[src/rtl/vga_digit_update_sched.sv]
// Frame-synchronous scheduler for the shared digit display path.
// Define VGA_SCHED_RR_EN for round-robin arbitration; fixed port-0 priority otherwise.
module vga_digit_update_sched #(
   parameter int unsigned V_AV           = 480,
   parameter int unsigned MIN_FRAMES     = 30,
   parameter int unsigned TIMEOUT_FRAMES = 600,
   parameter int unsigned CNT_W          = 10
) (
   input  logic       pixClk,
   input  logic       reset,
   input  logic [9:0] x,
   input  logic [9:0] y,
   input  logic [1:0] req,
   input  logic [3:0] digit0,
   input  logic [3:0] digit1,
   output logic [1:0] ack,
   output logic       err,
   output logic [3:0] digit,
   output logic       digitEn,
   output logic       busy
);

   typedef enum logic [1:0] {
      IDLE       = 2'd0,
      WAIT_BLANK = 2'd1,
      COMMIT     = 2'd2,
      HOLD       = 2'd3
   } state_t;

   localparam logic [9:0]       V_AV_C = 10'(V_AV);
   localparam logic [CNT_W-1:0] MIN_C  = CNT_W'(MIN_FRAMES);
   localparam logic [CNT_W-1:0] TO_C   = CNT_W'(TIMEOUT_FRAMES);
   localparam logic [CNT_W-1:0] ONE_C  = CNT_W'(1);

   state_t           state_q, state_d;
   logic [1:0]       ack_q, ack_d;
   logic [1:0]       mask_q, mask_d;
   logic             err_q, err_d;
   logic             pidx_q, pidx_d;
   logic [3:0]       pdig_q, pdig_d;
   logic [3:0]       digit_q, digit_d;
   logic             en_q, en_d;
   logic [CNT_W-1:0] hold_q, hold_d;
   logic [CNT_W-1:0] idle_q, idle_d;
`ifdef VGA_SCHED_RR_EN
   logic             rr_q, rr_d;
`endif

   logic       frame_tick;
   logic [1:0] req_eff;
   logic       win_vld;
   logic       win_idx;
   logic [3:0] win_dig;
   logic       win_bad;

   assign frame_tick = (x == 10'd0) && (y == V_AV_C);

   // A port is ignored during its ack cycle and the one after it.
   always_comb begin
      req_eff = req & ~(ack_q | mask_q);
      win_vld = |req_eff;
`ifdef VGA_SCHED_RR_EN
      win_idx = req_eff[1] & (~req_eff[0] | rr_q);
`else
      win_idx = ~req_eff[0];
`endif
      win_dig = win_idx ? digit1 : digit0;
      win_bad = win_dig > 4'd9;
   end

   always_ff @(posedge pixClk or posedge reset) begin
      if (reset) begin
         state_q <= IDLE;
         ack_q   <= 2'b00;
         mask_q  <= 2'b00;
         err_q   <= 1'b0;
         pidx_q  <= 1'b0;
         pdig_q  <= 4'd0;
         digit_q <= 4'd0;
         en_q    <= 1'b0;
         hold_q  <= '0;
         idle_q  <= '0;
`ifdef VGA_SCHED_RR_EN
         rr_q    <= 1'b0;
`endif
      end else begin
         state_q <= state_d;
         ack_q   <= ack_d;
         mask_q  <= mask_d;
         err_q   <= err_d;
         pidx_q  <= pidx_d;
         pdig_q  <= pdig_d;
         digit_q <= digit_d;
         en_q    <= en_d;
         hold_q  <= hold_d;
         idle_q  <= idle_d;
`ifdef VGA_SCHED_RR_EN
         rr_q    <= rr_d;
`endif
      end
   end

   always_comb begin
      state_d = state_q;
      unique case (state_q)
         IDLE: begin
            if (win_vld && !win_bad) state_d = WAIT_BLANK;
         end
         WAIT_BLANK: begin
            if (frame_tick) state_d = COMMIT;
         end
         COMMIT: begin
            state_d = (MIN_C != '0) ? HOLD : IDLE;
         end
         HOLD: begin
            if (frame_tick && hold_q <= ONE_C) state_d = IDLE;
         end
         default: state_d = IDLE;
      endcase
   end

   always_comb begin
      ack_d   = 2'b00;
      mask_d  = ack_q;
      err_d   = 1'b0;
      pidx_d  = pidx_q;
      pdig_d  = pdig_q;
      digit_d = digit_q;
      en_d    = en_q;
      hold_d  = hold_q;
      idle_d  = idle_q;
`ifdef VGA_SCHED_RR_EN
      rr_d    = rr_q;
`endif

      // Inactivity timeout; a commit in the same cycle overrides it below.
      if (TO_C != '0 && frame_tick && en_q && state_q != COMMIT) begin
         if (idle_q < TO_C) begin
            idle_d = idle_q + ONE_C;
            if (idle_q + ONE_C == TO_C) en_d = 1'b0;
         end
      end

      unique case (state_q)
         IDLE: begin
            if (win_vld) begin
               pidx_d = win_idx;
               pdig_d = win_dig;
`ifdef VGA_SCHED_RR_EN
               rr_d   = ~rr_q;
`endif
               if (win_bad) begin
                  ack_d[win_idx] = 1'b1;
                  err_d          = 1'b1;
               end
            end
         end
         WAIT_BLANK: begin
         end
         COMMIT: begin
            digit_d       = pdig_q;
            en_d          = 1'b1;
            ack_d[pidx_q] = 1'b1;
            hold_d        = MIN_C;
            idle_d        = '0;
         end
         HOLD: begin
            if (frame_tick && hold_q != '0) hold_d = hold_q - ONE_C;
         end
         default: begin
         end
      endcase
   end

   always_comb begin
      busy = (state_q != IDLE);
   end

   assign ack     = ack_q;
   assign err     = err_q;
   assign digit   = digit_q;
   assign digitEn = en_q;

endmodule
[config.mk]
export PLATFORM = sky130hd
export DESIGN_NAME = vga_digit_update_sched
export DESIGN_NICKNAME = d
export VERILOG_FILES = /design/src/rtl/vga_digit_update_sched.sv
export SDC_FILE = /design/constraint.sdc
export NUM_CORES = 1
export LEC_CHECK = 0
export CORE_ASPECT_RATIO = 1.1
export CORE_MARGIN = 2
export CORE_UTILIZATION = 25
export DETAILED_ROUTE_END_ITERATION = 7
export PLACE_DENSITY = 0.51
export SYNTH_ARGS = -nofsm -noshare
export SYNTH_HDL_FRONTEND = slang
export SYNTH_SLANG_ARGS = --single-unit
[constraint.sdc]
create_clock -name pixClk -period 4.7 [get_ports pixClk]
set_input_delay 1.175 -clock pixClk [delete_from_list [all_inputs] [get_ports pixClk]]
set_output_delay 1.175 -clock pixClk [all_outputs]
set_load 0.05 [all_outputs]
# Word-level counts from Yosys, hierarchy flattened
# Cells that the tools add are included.
dict set report classes {
  mux 24
  eq_ne 10
  n_reduce_logical 23
  add_sub_neg 2
  n_lt_le_gt_ge 7
  bitwise 4
}
# op n
set op_table {}
lappend op_table {{10-bit 2-to-1 mux} 4}
lappend op_table {{10-bit one-hot mux with 2 select lines} 1}
lappend op_table {{10-bit by 1-bit adder with 10-bit output, second input constant} 1}
lappend op_table {{10-bit equality test, second input constant} 1}
lappend op_table {{10-bit by 9-bit equality test with 1-bit output, second input constant} 1}
lappend op_table {{10-bit by 1-bit <= comparator with 1-bit output, second input constant} 1}
lappend op_table {{10-bit logical NOT} 1}
lappend op_table {{10-bit < comparator, second input constant} 1}
lappend op_table {{2-bit 2-to-1 mux} 5}
lappend op_table {{2-bit != test, second input constant} 5}
lappend op_table {{10-bit nonzero test} 1}
lappend op_table {{2-bit nonzero test} 5}
lappend op_table {{10-bit by 1-bit subtractor with 10-bit output, second input constant} 1}
lappend op_table {{1-bit 2-to-1 mux} 9}
lappend op_table {{1-bit logical AND} 8}
lappend op_table {{2-bit one-hot mux with 4 select lines} 1}
lappend op_table {{2-bit AND reduction} 3}
lappend op_table {{3-bit AND reduction} 2}
lappend op_table {{2-bit equality test, second input constant} 2}
lappend op_table {{4-bit > comparator, second input constant} 1}
lappend op_table {{1-bit by 2-bit < comparator with 1-bit output, second input constant} 2}
lappend op_table {{4-bit 2-to-1 mux} 1}
lappend op_table {{2-bit one-hot mux with 2 select lines} 1}
lappend op_table {{2-bit AND} 1}
lappend op_table {{9 further kinds} 11}
dict set report word_totals {
  ff_bits 37
  wordCells 80
  out_inout_bits 9
}

# Logic depth before layout (Yosys ltp)
# Gate-level depths: netlist of run 1.
dict set report depth {
  depth_word 11
  depth_mapped 9
  mapped_depth_nobuf 7
}

# Worst setup path before layout of run 1
# OpenSTA, ideal clock, no wires.
dict set report synth_path {
  path_type {in2reg}
  from {input port x[5]}
  to {register state_q[1]}
  path_stages 5
  required_time_ns 4.575
  setup_slack_ns 1.775
  t_arrival_ns 2.800
  path_cell_list {or4_4 > or4_4 > o31ai_4 > nand3_2 > mux2_4}
}
dict set report synth_via {
  elab_chain_len 5
}
# element line
set synth_lines {}
lappend synth_lines {{start, declared} 11} ;# input logic [9:0] x,
lappend synth_lines {{10-bit logical NOT (*)} 56} ;# assign frame_tick = (x == 10'd0) && (y == V_AV_C);
lappend synth_lines {{1-bit logical AND (*)} 56}
lappend synth_lines {{1-bit logical AND} 116} ;# if (frame_tick && hold_q <= ONE_C) state_d = IDLE;
lappend synth_lines {{2-bit != test (no line)} --}
lappend synth_lines {{3-bit AND reduction (no line) (*)} --}
lappend synth_lines {{end signal, assigned} 87} ;# state_q <= state_d;
lappend synth_lines {{end, declared} 35} ;# state_t state_q, state_d;
# Every way passes the cells marked *; elsewhere a longest branch is shown, timed or not.
# A chain may end at the register's enable or synchronous reset.

# Worst setup path in the final report of run 1
dict set report layout_path {
  from {input port x[6]}
  to {register idle_q[8]}
}
dict set report layout_via {
  elab_chain_len 6
}
# element line
set layout_lines {}
lappend layout_lines {{10-bit logical NOT} 56}
lappend layout_lines {{1-bit logical AND} 56}
lappend layout_lines {{1-bit logical AND (2 in series)} 137} ;# if (TO_C != '0 && frame_tick && en_q && state_q != COMMIT) begin
lappend layout_lines {{2-bit nonzero test (no line)} --}
lappend layout_lines {{2-bit AND reduction (no line)} --}
lappend layout_lines {{end signal, assigned} 96} ;# idle_q <= idle_d;
lappend layout_lines {{end, declared} 44} ;# logic [CNT_W-1:0] idle_q, idle_d;
# No other way between the ends.

==> results.toml, run 1 <==
[finish]
nNetsFinal = 289
area.growth.synth_to_final_pct = 31.49
drive_above_1_share_pct = 9.562
antennaDiodeCount = 0
num-fill-cells = 826
design_area_sq_mm = 0.002654

[global_routing]
antenna_found_initial = 0
grt_max_degree = 38
grt_overflow = 0
grt_pass1_vias = 1604
track_usage_pct = 11.07
grt_pass1_wl_um = 7603

[synthesis]
synth_compound_gate_area_share_pct = 16.49
synth_fa_ha_area_share_pct = 4.340
synth-edff-count = 0
netlist.top_cell.by_area = "dfrtp_1"
synth_top_family_by_area = "simple AND/OR/NAND/NOR gates"
synth_cell_types = 44
ys.flop_type = "dfrtp_1"
ys_warn_count = 0
yosys.area_share.simple_pct = 22.07
ys_ff_latch = 37
postSynthAreaPerCell_sq_um = 9.656
muxShareOfSynthArea_pct = 7.006
yosysSeqAreaShare_pct = 45.88
synthCells = 209
syn-cell-area_sq_mm = 0.002018
synth_top_cell_area_share_pct = 45.88
yosys-top-cells-area = "dfrtp_1 (46%), ha_1 (4.3%), o21ai_0 (4.0%)"
synth-xor-area-share_pct = 0.4340
postSynth.asyncResetShare_pct = 100.0
postSynthNetCount = 248

[floorplanning]
start_util_pct = 25.64
die_x_um = 89.67
core.rowCount = 34
design.die.area_sq_mm = 0.008808
ios = 41
fp.dieH_um = 98.24
core-area_sq_mm = 0.007870

[timing]
slew_headroom_pct = 50.35
skew_ns = 0.007552
fmax_mhz = 318.1
tightest_slew_ns = 0.7447
final-hold-violation-count = 0
rsz0062_at_grt = "no"
final-setup-viol-count = 0
totalNegativeSetupSlack_ns = 0
slew_viol_final = 0
min_period_ns = 3.144
post-route-period-util_pct = 66.89

[clocking]
cts.clk_slew.worst_paths_ns = 0.08
cts.path.max_buffers = 2
cts_hold_buf = 0
cts_max_level = 2
root_buffer = "clkbuf_8"
cts_sinks = 37
ctsResizeCount = 0
insertion_delay_ns = 0.29
cts_tree = "built"
tritoncts.num_buffers = 5
post-cts-setup-buffers = 0

[worst_setup_path]
regToRegSetupSlack_ns = 2.42
critPathSlowestCell = "or4_1"
cp_slowest_stage_delay_ns = 0.55
path_max_fanout = 13
start_kind = "primary input"
crit_chain = "clkdlybuf4s50_1 > nor4b_1 > nand4_1 > a2111o_1 > or4_1 > a21oi_1"
crit_path_end_kind = "flop"
crit_type = "in2reg"
cp.buffers_inverters = 1
required_ns = 4.90
worst_path_dominant_cell_family = "simple AND/OR/NAND/NOR gates"
critPathArrivalTime_ns = 3.35

[pwr]
power.leakage_nw = 1.017
vdd_drop_max_mv = 0.2698
p_per_area_mw_per_mm2 = 447.1

[hold_path]
hold_path_class = "reg2reg"

[routing]
drc = 0
ant_nets = 0
vias = 1721
wire_per_inst_um = 12.76
routed_wirelength_um = 4582
drt-initial-drc-count = 71
firstDrtPassIters = 5
routed_via_density = 4.794

[status]
status = "finished clean"

[place]
postPlaceCellArea_sq_mm = 0.002537
port_buffers = 40
hpwl_um = 3290
finalWeightedCongestion = 0.7455

[job]
maxCapViolations = 0
area by class of cell:
cell class              instances  area [sq um]  share of cell area (%)
clock buffers                   7         86.33                   3.253
well taps                     108         135.1                   5.092
inverters                      12         45.04                   1.697
multi-input cells             152          1016                   38.28
flip-flops and latches         37         925.9                   34.89
repair buffers                 42         415.4                   15.65
clock inverters                 1         30.03                   1.132
per-layer routing:
metal,global-route usage (%),up-vias,wire length [um]
li1,-,860,-
met1,15.53,807,2195
met2,16.18,48,2061
met3,2.790,6,263
met4,4.363,0,62
met5,0,-,0
flip-flops by register name (all words and copies together) (netlist names):
name and count:
digitEn 1, pdig_q 4, pidx_q 1, err 1, state_q 2, digit 4
idle_q 10, ack 2, hold_q 10, mask_q 2
cell usage in the layout, fill, tap and decap left out, types with 6 or more instances in the layout:
cell type / instances
a21oi_1: 12
clkdlybuf4s50_1: 40
clkbuf_8: 6
nand2_1: 17
ha_1: 7
nor3_1: 8
dfrtp_1: 37
o21ai_0: 16
or3_1: 8
nor2_1: 12
nand3_1: 8
mux2i_1: 7
inv_1: 12
cell usage after synthesis, drive strengths merged (2+ instances only):
| library cell | instances |
|---|---|
| nor3b | 4 |
| nor4 | 5 |
| o21ai | 17 |
| mux2 | 6 |
| nand2 | 17 |
| o211ai | 2 |
| mux2i | 7 |
| buf | 2 |
| inv | 12 |
| or3 | 9 |
| o22ai | 2 |
| or4 | 6 |
| o31ai | 5 |
| o41ai | 3 |
| a21oi | 12 |
| dfrtp | 37 |
| nor3 | 8 |
| nor4b | 2 |
| a31oi | 3 |
| nand4b | 2 |
| ha | 7 |
| nor2 | 12 |
| clkbuf | 6 |
| o311ai | 2 |
| nand3 | 9 |
metrics by stage:
stage	cells	util, %	setup slack (ns)	hold slack (ns)	total power, mW
floorplan	209	-	1.775	0.4444	0.7535
global placement	351	32.24	1.227	0.3975	0.9086
detailed placement	351	32.24	1.207	0.3955	0.9085
CTS	359	33.72	1.518	0.4272	1.205
global route	359	33.72	1.363	0.4488	1.266
finish	359	33.72	1.556	0.4275	1.187
kinds of logic (layout without fill, tap and decap cells):
logic type               after synthesis  count (layout)
multiplexers                          13              13
adder cells (fa/ha/maj)                7               7
buffers and inverters                 20              62
flip-flops                            37              37
XOR/XNOR                               1               1
AND/OR/NAND/NOR                       80              80
AO/OA/AOI/OAI                         51              51
path summary, 6_finish.rpt:
check | startpoint | to | cells past startpoint
worst min-delay path | ack[1] | mask_q[1] | 0
worst min register to register | ack[1] | mask_q[1] | 0
worst max-delay path | x[6] | idle_q[8] | 6
min in group asynchronous | reset | ack[1] | 3
max in group asynchronous | reset | idle_q[9] | 3
worst max register to register | hold_q[0] | hold_q[3] | 7
where the power goes:
part / total [mW] / leakage (nW) / switching, mW / internal [mW]
combinational: 0.478 / 0.489 / 0.288 / 0.190
clock: 0.287 / 0.0585 / 0.114 / 0.173
sequential: 0.422 / 0.470 / 0.0376 / 0.384
Note: power is estimated with default switching activity, not from simulation.
==> run 2: changes to the inputs <==
clock period = 3 ns   (was 4.7 ns; I/O delays follow)
==> run 2 against run 1 <==
Sequential power is 56% higher. Critical path depth stayed put. Register-to-register slack worse by 1.7 ns. Sequential share of layout area is 0.49 points lower. Largest cell class unchanged. Largest power group unchanged.
==> results.toml, run 2 (synthesis results as in run 1) <==
[floorplanning]
die_x_um = 89.67
ios = 41
fp.dieH_um = 98.24
core.rowCount = 34
design.die.area_sq_mm = 0.008808
start_util_pct = 25.64
core-area_sq_mm = 0.007870

[timing]
hold_slack_ns = 0.4186
final-hold-violation-count = 0
slew_headroom_pct = 60.55
post-route-period-util_pct = 90.54
tightest_slew_ns = 0.5879
slew_viol_final = 0
final-setup-viol-count = 0
rsz0062_at_grt = "no"
min_period_ns = 2.716
skew_ns = 0.003836
fmax_mhz = 368.2

[worst_setup_path]
crit_path_end_kind = "flop"
critPathSlowestCell = "or4_4"
start_kind = "primary input"
cp_slowest_stage_delay_ns = 0.57
path_max_fanout = 4
critPathArrivalTime_ns = 2.89
crit_type = "in2reg"
crit_chain = "clkdlybuf4s50_1 > or4_4 > or4_4 > o31ai_4 > nand3_2 > mux2_4"
required_ns = 3.18
crit_top_cell = "or4_4"

[clocking]
cts_sinks = 37
cts.clk_slew.worst_paths_ns = 0.08
cts.path.max_buffers = 2
post-cts-setup-buffers = 0
cts_hold_buf = 0
ctsResizeCount = 0
cts_max_level = 2
root_buffer = "clkbuf_8"
tritoncts.num_buffers = 5
insertion_delay_ns = 0.28
cts_tree = "built"

[hold_path]
hold_path_class = "reg2reg"

[finish]
design_area_sq_mm = 0.002691
nNetsFinal = 294
layout_commonest_cell = "clkdlybuf4s50_1"
antennaDiodeCount = 0
layout_common_cells = "clkdlybuf4s50_1 (40), dfrtp_1 (37), nand2_1 (17)"
area.growth.synth_to_final_pct = 33.35
top_regs = "hold_q (10), idle_q (10)"
num-fill-cells = 796
drive_above_1_share_pct = 11.33

[routing]
vias = 1735
drt-initial-drc-count = 78
ant_nets = 0
routed_via_density = 4.766
routed_wirelength_um = 4688
firstDrtPassIters = 4
drc = 0
wire_per_inst_um = 12.88

[global_routing]
grt_overflow = 0
grt_pass1_vias = 1704
antenna_found_initial = 0
grt_max_degree = 38
track_usage_pct = 11.78
grt_pass1_wl_um = 8093

[pwr]
p_per_area_mw_per_mm2 = 694.3
vdd_drop_max_mv = 0.4555
power.leakage_nw = 1.040

[job]
maxCapViolations = 0

[status]
status = "finished clean"

[place]
postPlaceCellArea_sq_mm = 0.002575
finalWeightedCongestion = 0.7725
port_buffers = 40
hpwl_um = 3435
## run 2: cell count changes in the layout (fill, tap and decap cells not counted)
| cell | delta |
|---|---|
| buf_4 | +5 |
## run 2: cell type report
type,instances,area [sq um],share of cell area (%)
Multi-Input combinational cell,152,1016,37.75
Sequential cell,37,925.9,34.40
Timing Repair Buffer,47,452.9,16.83
Tap cell,108,135.1,5.021
Clock buffer,7,86.33,3.208
Inverter,12,45.04,1.674
Clock inverter,1,30.03,1.116
## run 2: worst max-delay path: cells and delay by family
kind	cells	cell delay (ns)
mux	1	0.31
compound gates	1	0.22
simple gates	3	1.20
buf+inv	1	0.42
## run 2: through the flow
stage	worst slack, ns	cells	TNS [ns]	power [mW]	util, %
2_1_floorplan	0.5001	209	0	1.181	-
3_3_place_gp	0.008608	356	0	1.428	32.72
3_5_place_dp	-0.02938	356	-0.02938	1.434	32.72
4_1_cts	0.2772	364	0	1.902	34.20
5_1_grt	0.2023	364	0	2.006	34.20
6_report	0.2839	364	0	1.869	34.20
## run 2: power by group
group          internal [mW]  total [mW]  switching, mW  leakage [nW]
clock network          0.271       0.454          0.183        0.0585
logic                  0.305       0.755          0.450         0.512
registers              0.602       0.660         0.0578         0.470
total                   1.18        1.87          0.690          1.04
## run 2: final timing paths
| kind | startpoint | to | slack (ns) | depth (start not counted) |
|---|---|---|---|---|
| max | x[5] | state_q[1] | 0.28 | 6 |
| min | ack[1] | mask_q[1] | 0.42 | 0 |
| max reg2reg | hold_q[1] | hold_q[8] | 0.69 | 7 |
| min reg2reg | ack[1] | mask_q[1] | 0.42 | 0 |
| max in group asynchronous | reset | hold_q[1] | 1.77 | 3 |
| min in group asynchronous | reset | state_q[0] | 0.88 | 3 |
## run 2: per-layer routing
| layer | wire length, um | vias up | track usage [%] |
|---|---|---|---|
| met5 | 0 | - | 0 |
| met4 | 49 | 0 | 4.133 |
| met3 | 289 | 2 | 3.043 |
| met2 | 2032 | 53 | 17.14 |
| met1 | 2316 | 813 | 16.80 |
| li1 | - | 867 | - |
==> run 3: changes to the inputs <==
SKIP_LAST_GASP = 1   (was unset)
==> results of run 3 <==
Same layout as run 2: the final DEF is identical, and so are final timing and power.
==> RTL edit 1, RTL diff (flow settings as in run 3) <==
The option `VGA_SCHED_RR_EN` is turned on by a define.
--- a/src/rtl/vga_digit_update_sched.sv
+++ b/src/rtl/vga_digit_update_sched.sv
@@ -2,2 +2,4 @@
 // Define VGA_SCHED_RR_EN for round-robin arbitration; fixed port-0 priority otherwise.
+`define VGA_SCHED_RR_EN
+
 module vga_digit_update_sched #(
Behaviour: not the same (Yosys sat finds a counterexample within 10 cycles, from zero or initial values and one cycle with reset high).
==> RTL edit 1 against run 3 <==
- routed wire length shrank 0.81%
- maximum frequency grew 2.3%
- worst setup slack gained 0.061 ns
- total power grew 3.9%
- largest power group unchanged
- synthesized area grew 2.9%
- count of clock-buffer cells in the layout shrank 1
- sequential cell count grew 1
- final cell count is the same
- cell area grew 3.2%
==> RTL edit 1: results (changes against run 3) <==
* Maximum VDD drop: 0.412 mV (was 0.455 mV)
- Global-route wire length before repair: 8.36 mm (was 8.09 mm)
- Tightest slew margin relative to the limit: 49.9% (was 60.5%)
* Placement Cell Area: 0.00264 mm^2 (was 0.00257 mm^2)
- GR Util All Layers: 11.2% (was 11.8%)
- Global placement routability congestion: 0.771 (was 0.773)
- The sequential fraction of the synthesis area came to 45.8% (was 45.9%).
- Internal: 1.26 mW (was 1.18 mW)
- Pin count of the biggest net entering global routing: 39 (was 38)
- The clock-pin slew reported for the worst setup and hold paths after clock tree synthesis was 0.08 ns (about the same).
- The number of instances resized during post-cts repair is 0 (unchanged).
- DRT Pass-1 Iters: 4 (unchanged)
- Library cells used by synthesis: 50 (was 44)
- The share of cells above drive strength 1 was 11.7% (was 11.3%).
* Count of antenna diodes in the layout: 0 (unchanged)
- Total half-perimeter wirelength after legalization and detailed placement: 3.45 mm (was 3.43 mm)
* Skew final: 0.00735 ns (was 0.00384 ns)
* Combinational power share: 37.3% (was 40.4%)
- The net count after synthesis was 247 (was 248).
- The number of H-tree branching levels is 2 (unchanged).
* Portion of netlist area occupied by mux cells: 5.60% (was 7.01%)
- The xor/xnor cell area share of the yosys netlist is 2.53% (was 0.434%).
* Status: finished, final reports clean (unchanged)
- The critical-path maximum fanout was 6 (was 4).
- The synthesized-area fraction occupied by ao, oa, aoi and oai cells was 16.8% (was 16.5%).
* Area contributors post-synth: dfrtp_1 (46%), ha_1 (4.8%), o21ai_0 (3.9%) (was dfrtp_1 (46%), ha_1 (4.3%), o21ai_0 (4.0%))
- The final net count came to 295 (was 294).
* Post-place setup slack: 0.0740 ns (was -0.0294 ns)
- Count of routing violations after the opening detailed-route iteration: 55 (was 78)
* Arrival time at the worst endpoint: 1.90 ns (was 2.89 ns)
* Commonest cells in the synthesized netlist: dfrtp_1 (38), nand2_1 (17), o21ai_0 (16), inv_1 (12), a21oi_1 (11) (was dfrtp_1 (37), nand2_1 (17), o21ai_0 (16))
- Static leakage power: 1.13 nW (was 1.04 nW)
- The total number of yosys warnings is 0 (unchanged).
- The adder-cell share of the synthesized area came to 4.82% (was 4.34%).
- Via count of the first global-routing pass: 1807 (was 1704)
- The via count of the routed design came to 1705 (was 1735).
-- RTL edit 1: cell type report --
cell class | instances | area (um^2)
flip-flops and latches | 38 | 951
well taps | 108 | 135
fillers | 844 | 5220
inverters | 12 | 45.0
clock buffers | 6 | 82.6
repair buffers | 45 | 438
multi-input cells | 153 | 1070
clock inverters | 2 | 60.1
-- RTL edit 1: kinds of logic after synthesis --
group | count (synthesis)
AO/OA/AOI/OAI | 54
XOR/XNOR | 6
adder cells (fa/ha/maj) | 8
buffers and inverters | 16
flip-flops | 38
multiplexers | 11
AND/OR/NAND/NOR | 74
-- RTL edit 1: worst paths after layout --
check	from	endpoint	slack, ns	cells after the start
min in group asynchronous	reset	hold_q[2]	0.89	3
worst max-delay path	state_q[0]	busy	0.35	4
worst max register to register	hold_q[0]	hold_q[7]	0.94	5
worst min-delay path	ack[0]	mask_q[0]	0.40	0
max in group asynchronous	reset	idle_q[9]	1.77	3
worst min register to register	ack[0]	mask_q[0]	0.40	0
-- RTL edit 1: power by group through the flow --
stage,Sequential (mW),Clock (mW),Combinational [mW]
after CTS,0.676,0.563,0.740
after global routing,0.692,0.583,0.793
after floorplan,0.800,0,0.378
final,0.675,0.543,0.724
after detailed placement,0.684,0,0.738
after global placement,0.685,0,0.730
-- RTL edit 1: per-layer routing --
metal  up-vias  global-route usage (%)  routed length (um)
li1        865                       -                   -
met1       817                    14.2                2130
met2        16                    19.3                2350
met3         7                    2.20                 122
met4         0                    3.50                  53
met5         -                       0                   0
-- RTL edit 1: worst max-delay path, cell delays in order (launching register included) --
cell and delay, ns:
dfrtp_1 0.39, inv_1 0.09, ha_1 0.27, inv_1 0.08, clkdlybuf4s50_1 0.79
-- RTL edit 1: metrics by stage --
stage / util [%] / hold slack (ns) / cells / power (mW)
2_1_floorplan: - / 0.444 / 207 / 1.18
3_3_place_gp: 32.9 / 0.381 / 356 / 1.41
3_5_place_dp: 32.9 / 0.383 / 356 / 1.42
4_1_cts: 34.7 / 0.404 / 364 / 1.98
5_1_grt: 34.7 / 0.430 / 364 / 2.07
6_report: 34.7 / 0.400 / 364 / 1.94
==> RTL edit 2, RTL diff (config.mk and constraints of run 3) <==
Without the edit above. Reset style: synchronous (`reset`), changed in one clocked block.
--- a/src/rtl/vga_digit_update_sched.sv
+++ b/src/rtl/vga_digit_update_sched.sv
@@ -70,3 +70,3 @@
 
-   always_ff @(posedge pixClk or posedge reset) begin
+   always_ff @(posedge pixClk) begin
       if (reset) begin
Check against the original RTL: differs if reset is asserted again (counterexample within 4 cycles, from zero or initial values and one cycle with reset high); with reset held inactive, the same outputs for 10 cycles.
==> RTL edit 2 against run 3 <==
- clock skew about the same
- worst setup slack better by 0.022 ns
- total power down 8.7%
- sequential share of layout area down 5.8 points
- synthesized area down 2.7%
- die area down 2.6%
- critical path depth unchanged
- combinational power down 3.6%
- routed wire length up 0.32%
- cell area down 3.8%
- count of clock-buffer cells in the layout down 1
- via count up 4.9%
- sequential cell count unchanged
==> RTL edit 2: results (changes against run 3) <==
- WHS Path Cells: 2 (was 0)
* Layout cells sized above 1: 8.27% (was 11.3%)
* Avg Inst Size Synth: 8.39 um^2 (was 9.66 um^2)
- Commonest cells in the synthesized netlist: dfxtp_1 (37), nor2_1 (31), nand2_1 (16), a21oi_1 (10), o21ai_0 (10) (was dfrtp_1 (37), nand2_1 (17), o21ai_0 (16))
* Routed met1 length: 2.34 mm (was 2.32 mm)
* Tightest slew margin relative to the limit: 66.1% (was 60.5%)
* Maximum single-stage delay on the critical path: 0.66 ns (was 0.57 ns)
* Count of routing violations after the opening detailed-route iteration: 74 (was 78)
* Via/cell ratio: 4.75 (was 4.77)
- The global-route track usage on met1 was 16.6% (was 16.8%).
- The met3 track utilization from global routing was 2.90% (was 3.04%).
- Status: finished, final reports clean (unchanged).
- Via count of the first global-routing pass: 1828 (was 1704)
* GR Util All Layers: 12.1% (was 11.8%)
* Depth of the worst register-to-register path: 5 (was 7)
- The wire length on met2 was 2.14 mm (was 2.03 mm).
- The worst hold slack came to 0.481 ns (was 0.419 ns).
- The routed wire length was 4.70 mm (was 4.69 mm).
- The final net count was 316 (was 294).
- Non-clock buffer total of the final layout: 48 (was 47)
- The detailed-routed wire length on met3 came to 153 um (was 289 um).
- Library cell contributing the largest single delay on the critical path: or4b_1 (was or4_4)
- Layout area overhead: 31.9% (was 33.4%)
- Static leakage power: 0.962 nW (was 1.04 nW)
- The sequential fraction of the synthesis area is 37.7% (was 45.9%).
- The clock tree skew after final layout was 0.00382 ns (was 0.00384 ns).
* Storage cell area: 741 um^2 (was 926 um^2)
- Fill cell count: 792 (was 796)
[RTL edit 2: cells by family (layout without fill, tap and decap cells)]
| logic type | count (synthesis) | after routing | synth area share [%] |
|---|---|---|---|
| buffers and inverters | 21 | 65 | 4.21 |
| flip-flops | 37 | 37 | 37.7 |
| AND/OR/NAND/NOR | 99 | 99 | 27.2 |
| XOR/XNOR | 3 | 3 | 1.34 |
| multiplexers | 9 | 9 | 4.59 |
| AO/OA/AOI/OAI | 58 | 58 | 20.5 |
| adder cells (fa/ha/maj) | 7 | 7 | 4.46 |
[RTL edit 2: power groups by stage]
stage | Sequential [mW] | Clock (mW) | Combinational (mW)
6_report | 0.639 | 0.340 | 0.728
4_1_cts | 0.640 | 0.356 | 0.729
5_1_grt | 0.653 | 0.377 | 0.803
2_1_floorplan | 0.695 | 0 | 0.463
3_5_place_dp | 0.648 | 0 | 0.726
3_3_place_gp | 0.649 | 0 | 0.722
